### config.mk
export PLATFORM = sky130hd
export DESIGN_NAME = inst_loader
export DESIGN_NICKNAME = d
export VERILOG_FILES = /design/src/rtl/inst_loader.sv
export SDC_FILE = /design/constraint.sdc
export NUM_CORES = 1
export LEC_CHECK = 0
export CAP_MARGIN = 20
export CORE_MARGIN = 2
export CORE_UTILIZATION = 30
export DETAILED_ROUTE_END_ITERATION = 10
export SLEW_MARGIN = 40
export SYNTH_ARGS = -nofsm -noshare
export SYNTH_HDL_FRONTEND = slang
export SYNTH_SLANG_ARGS = --single-unit
### constraint.sdc
create_clock -name clk -period 6.71 [get_ports clk]
set_input_delay 1.6775 -clock clk [delete_from_list [all_inputs] [get_ports clk]]
set_output_delay 1.6775 -clock clk [all_outputs]
set_load 0.01 [all_outputs]
### src/rtl/inst_loader.sv
// Download engine: assembles a framed little-endian byte stream into 32-bit
// instruction words and writes them to sequential addresses from 0.
module inst_loader #(
    parameter int AW      = 12,
    parameter int TIMEOUT = 1_000_000
) (
    input  logic          clk,
    input  logic          rst_n,
    input  logic          dl_start,
    input  logic          rx_valid,
    input  logic [7:0]    rx_data,
    output logic          rx_ready,
    output logic          wren,
    output logic [AW-1:0] wraddr,
    output logic [31:0]   wrdata,
    output logic          cpu_hold,
    output logic          busy,
    output logic          done,
    output logic          err
);

    localparam int TW = $clog2(TIMEOUT + 1);

    typedef enum logic [1:0] {IDLE, LEN, DATA, DONE} state_t;

    state_t        state;
    logic [1:0]    byte_cnt;
    logic [23:0]   shift;
    logic [AW:0]   word_idx;
    logic [AW:0]   word_len;
    logic [TW-1:0] idle_cnt;

    logic          accept;
    logic [31:0]   full_word;
    logic [AW:0]   next_idx;
    logic          len_bad;

    assign rx_ready  = (state == LEN) || (state == DATA);
    assign busy      = (state != IDLE);
    assign accept    = rx_valid && rx_ready;
    assign full_word = {rx_data, shift};
    assign next_idx  = word_idx + 1'b1;
    // Length is accepted only in 1..2^AW; the compare is done one bit wider
    assign len_bad   = (full_word == 32'd0) || ({1'b0, full_word} > (33'd1 << AW));

    // The idle counter holds the number of cycles since the last accepted byte
    // (or since dl_start), so err lands exactly TIMEOUT cycles after it.
    always_ff @(posedge clk or negedge rst_n) begin
        if (!rst_n) begin
            state    <= IDLE;
            byte_cnt <= '0;
            shift    <= '0;
            word_idx <= '0;
            word_len <= '0;
            idle_cnt <= '0;
            wren     <= 1'b0;
            wraddr   <= '0;
            wrdata   <= '0;
            cpu_hold <= 1'b0;
            done     <= 1'b0;
            err      <= 1'b0;
        end else begin
            wren <= 1'b0;
            done <= 1'b0;
            err  <= 1'b0;
            case (state)
                IDLE: begin
                    if (dl_start) begin
                        state    <= LEN;
                        byte_cnt <= '0;
                        word_idx <= '0;
                        idle_cnt <= TW'(1);
                        cpu_hold <= 1'b1;
                    end else begin
                        cpu_hold <= 1'b0;
                    end
                end
                LEN, DATA: begin
                    if (accept) begin
                        idle_cnt <= TW'(1);
                        byte_cnt <= byte_cnt + 2'd1;
                        shift    <= {rx_data, shift[23:8]};
                        if (byte_cnt == 2'd3) begin
                            if (state == LEN) begin
                                if (len_bad) begin
                                    err   <= 1'b1;
                                    state <= IDLE;
                                end else begin
                                    word_len <= full_word[AW:0];
                                    state    <= DATA;
                                end
                            end else begin
                                wren     <= 1'b1;
                                wraddr   <= word_idx[AW-1:0];
                                wrdata   <= full_word;
                                word_idx <= next_idx;
                                if (next_idx == word_len) begin
                                    state <= DONE;
                                end
                            end
                        end
                    end else if (idle_cnt == TW'(TIMEOUT - 1)) begin
                        err   <= 1'b1;
                        state <= IDLE;
                    end else begin
                        idle_cnt <= idle_cnt + 1'b1;
                    end
                end
                DONE: begin
                    done  <= 1'b1;
                    state <= IDLE;
                end
                default: state <= IDLE;
            endcase
        end
    end

endmodule

==> flow_summary_export.csv <==
group,metric,value,unit
status,status,"complete, no violations",
worst_setup_path,reg2reg_from,"state[0]",
synth,seq_area_frac_synth,53.9,%
cells_and_area,finalInstanceArea,7110,um2
clock_tree,clk_pin_slew,60,ps
timing,fin_skew,8.45,ps
cells_and_area,nFillCells,1802,
synth,avgSynthCellArea,11.7,um2
synth,synth-simple-area-share,15.2,%
global_routing,track_usage,13.7,%
power_and_ir_drop,p_total,0.00285,W
worst_setup_path,end_kind,"flop",
cells_and_area,area_delta_synth_final,25.5,%
synth,synth.largest_area_cell,"dfrtp_1",
power_and_ir_drop,pwr-share-clk,33.4,%
synth,synthDistinctLibCells,47,
route,vias_per_cell,5.07,
synth,synthesis.area,5670,um2
clock_tree,cts_setup_buffers,0,
timing,timing.final.crit_share,59.3,%
route,wire_per_inst,16.5,um
power_and_ir_drop,switching_share,31.5,%
clock_tree,cts_resized,0,
clock_tree,cts_tree,"yes",
global_routing,grt_max_degree,79,
global_routing,grt_pass1_wl,21.4,mm
power_and_ir_drop,internal-power,0.00195,W
flow_run,maxCapViolations,0,
worst_setup_path,cp.arrival,4270,ps
placed_design,hpwlAfterDp,8.90,mm
timing,relSlewSlack,53.2,%
timing,rsz0062_at_grt,"no",
synth,synth_compound_area_share,6.25,%
worst_setup_path,startpoint,"rx_valid",
timing,fmax,252,MHz
synth,synth_edf_count,0,
cells_and_area,antenna_cells,0,
global_routing,grt_overflow,0,
placed_design,gp_congestion,0.821,
clock_tree,clock-root-buffer,"clkbuf_16",
power_and_ir_drop,comb_power_share,27.2,%
clock_tree,hold_buffers,0,
timing,setup_viol,0,
route,drt_wl_total,13.1,mm
worst_hold_path,hold_class,"flop to flop",
synth,syn-num-nets,502,
timing,drv_slew,0,
synth,ys.flop_type,"dfrtp_1",
cells_and_area,layout.nets,562,
power_and_ir_drop,irDropWorstVdd,0.214,mV
placed_design,port_buffers,61,
synth,synth.area.top_cells,"dfrtp_1, mux2_2, xnor2_1, nor2_1, xor2_1",
synth,ys_ff_latch,122,
power_and_ir_drop,switching_power,0.000896,W
timing,hold_viol,0,
timing,min_period,3980,ps
floorplan,num_rows,50,
synth,synth_top_family_by_area,"multiplexers",
power_and_ir_drop,power.density,400,nW/um2
cells_and_area,drive_above_1_share,22.3,%
floorplan,start_util,30.4,%
timing,tightest_slew,702,ps
route,drt_pass1_iterations,4,
clock_tree,clock_latency,420,ps
floorplan,die-area,20000,um2
floorplan,core,18600,um2
synth,yosysWarningCount,0,
timing,setup_tns,0,ps
power_and_ir_drop,p_leak,3.06,nW
floorplan,die_y,141,um
clock_tree,clock-sinks,122,
synth,synthCells,484,
worst_setup_path,cp_max_fo,27,
synth,async_flop_share,100,%
floorplan,die_w,141,um
route,drt_iter0_markers,342,
global_routing,first_global_vias,3997,
clock_tree,numCtsBuffers,17,
worst_setup_path,worstPathRequired,7010,ps
placed_design,place_area,6490,um2
floorplan,ios,62,
route,via_count,4009,
synth,yosysTopAreaCellShare,53.9,%
route,final_antenna_net_count,0,
route,drc,0,
synth,synth_xor_area_share,4.79,%
synth,synth.most_common_cell,"dfrtp_1",
worst_hold_path,holdCritStartpoint,"wraddr[4]",
worst_setup_path,worstSetupStartpointType,"input pin",
power_and_ir_drop,seq_power_share,39.4,%
clock_tree,cts_max_level,4,
synth,synthAdderAreaFrac,1.33,%
synth,yosys-top-cells-count,"dfrtp_1, mux2_2, nor2_1",
clock_tree,cts_buffer_depth,2,
worst_setup_path,path_class,"input pin to flop",
global_routing,antenna_found_initial,0,
synth,synthMuxAreaShare,16.3,%
[worst max-delay path, cell delays in order]
cell and delay (ps):
clkdlybuf4s50_1 670, nand2_1 100, buf_4 270, nor4_2 520, and3_1 620, mux2_2 400
[worst paths after layout]
path	depth (start not counted)	slack (ps)	end
worst min register to register	2	480	wraddr[4]
worst max-delay path	6	2730	word_len[0]
worst min-delay path	2	480	wraddr[4]
worst max register to register	9	3350	word_idx[12]
min in group asynchronous	1	1300	wrdata[9]
max in group asynchronous	2	4320	word_len[6]
[cell usage in the layout (no fill, tap or decap), drive strengths merged, types with 4 or more instances in the layout]
cell type      instances
dfrtp                122
mux2                  80
clkdlybuf4s50         60
nor2                  36
nand2                 31
o21ai                 24
clkbuf                19
xnor2                 16
xor2                  15
nand4                 14
nand3                 13
nor4                  13
nor3                  12
a21oi                  9
inv                    9
and3                   8
and2                   8
ha                     6
or4                    5
clkinvlp               5
o211ai                 4
a31oi                  4
a22o                   4
[cell type report]
cell class | count | area, um2 | share of cell area [%]
multi-input combinational | 333 | 2490 | 35.0
inverter | 7 | 26.3 | 0.370
clock buffer | 19 | 453 | 6.37
clock inverter | 13 | 168 | 2.36
timing repair buffer | 63 | 627 | 8.82
sequential | 122 | 3050 | 42.9
tap | 234 | 293 | 4.12
[logic make-up (layout without fill, tap and decap cells)]
logic type      after synthesis  after routing
compound gates               56             56
flops                       122            122
mux                          82             82
xor+xnor                     31             31
buf+inv                      29            102
fa+ha+maj                     6              6
simple gates                158            158
[per-layer routing]
metal / GRT usage (%) / wire, um
met4: 6.79 / 235
met3: 2.90 / 531
met2: 21.0 / 6210
met1: 18.4 / 6080
met5: 0 / 0
[stage by stage]
stage                     hold WS [ps]  setup WS (ps)  std cells  util, %
after floorplan                    479           3380        484        -
after global placement             475           2310        759     34.8
after detailed placement           471           2320        759     34.8
after CTS                          484           2770        791     38.1
after global routing               519           2590        791     38.1
final                              480           2730        791     38.1
[state kept, by name, summed over array words and instances (netlist names)]
register  cells
state         2
done          1
shift        24
word_idx     13
idle_cnt     20
byte_cnt      2
wraddr       12
word_len     13
cpu_hold      1
err           1
wren          1
wrdata       32
[power by group through the flow]
| stage | Combinational (W) | Sequential (W) | Clock [W] |
|---|---|---|---|
| 2_1_floorplan | 0.000417 | 0.00111 | 0 |
| 3_3_place_gp | 0.000753 | 0.00113 | 0 |
| 3_5_place_dp | 0.000782 | 0.00113 | 0 |
| 4_1_cts | 0.000787 | 0.00112 | 0.000970 |
| 5_1_grt | 0.000844 | 0.00115 | 0.00100 |
| 6_report | 0.000775 | 0.00112 | 0.000950 |
(Power assumes the default switching activity.)
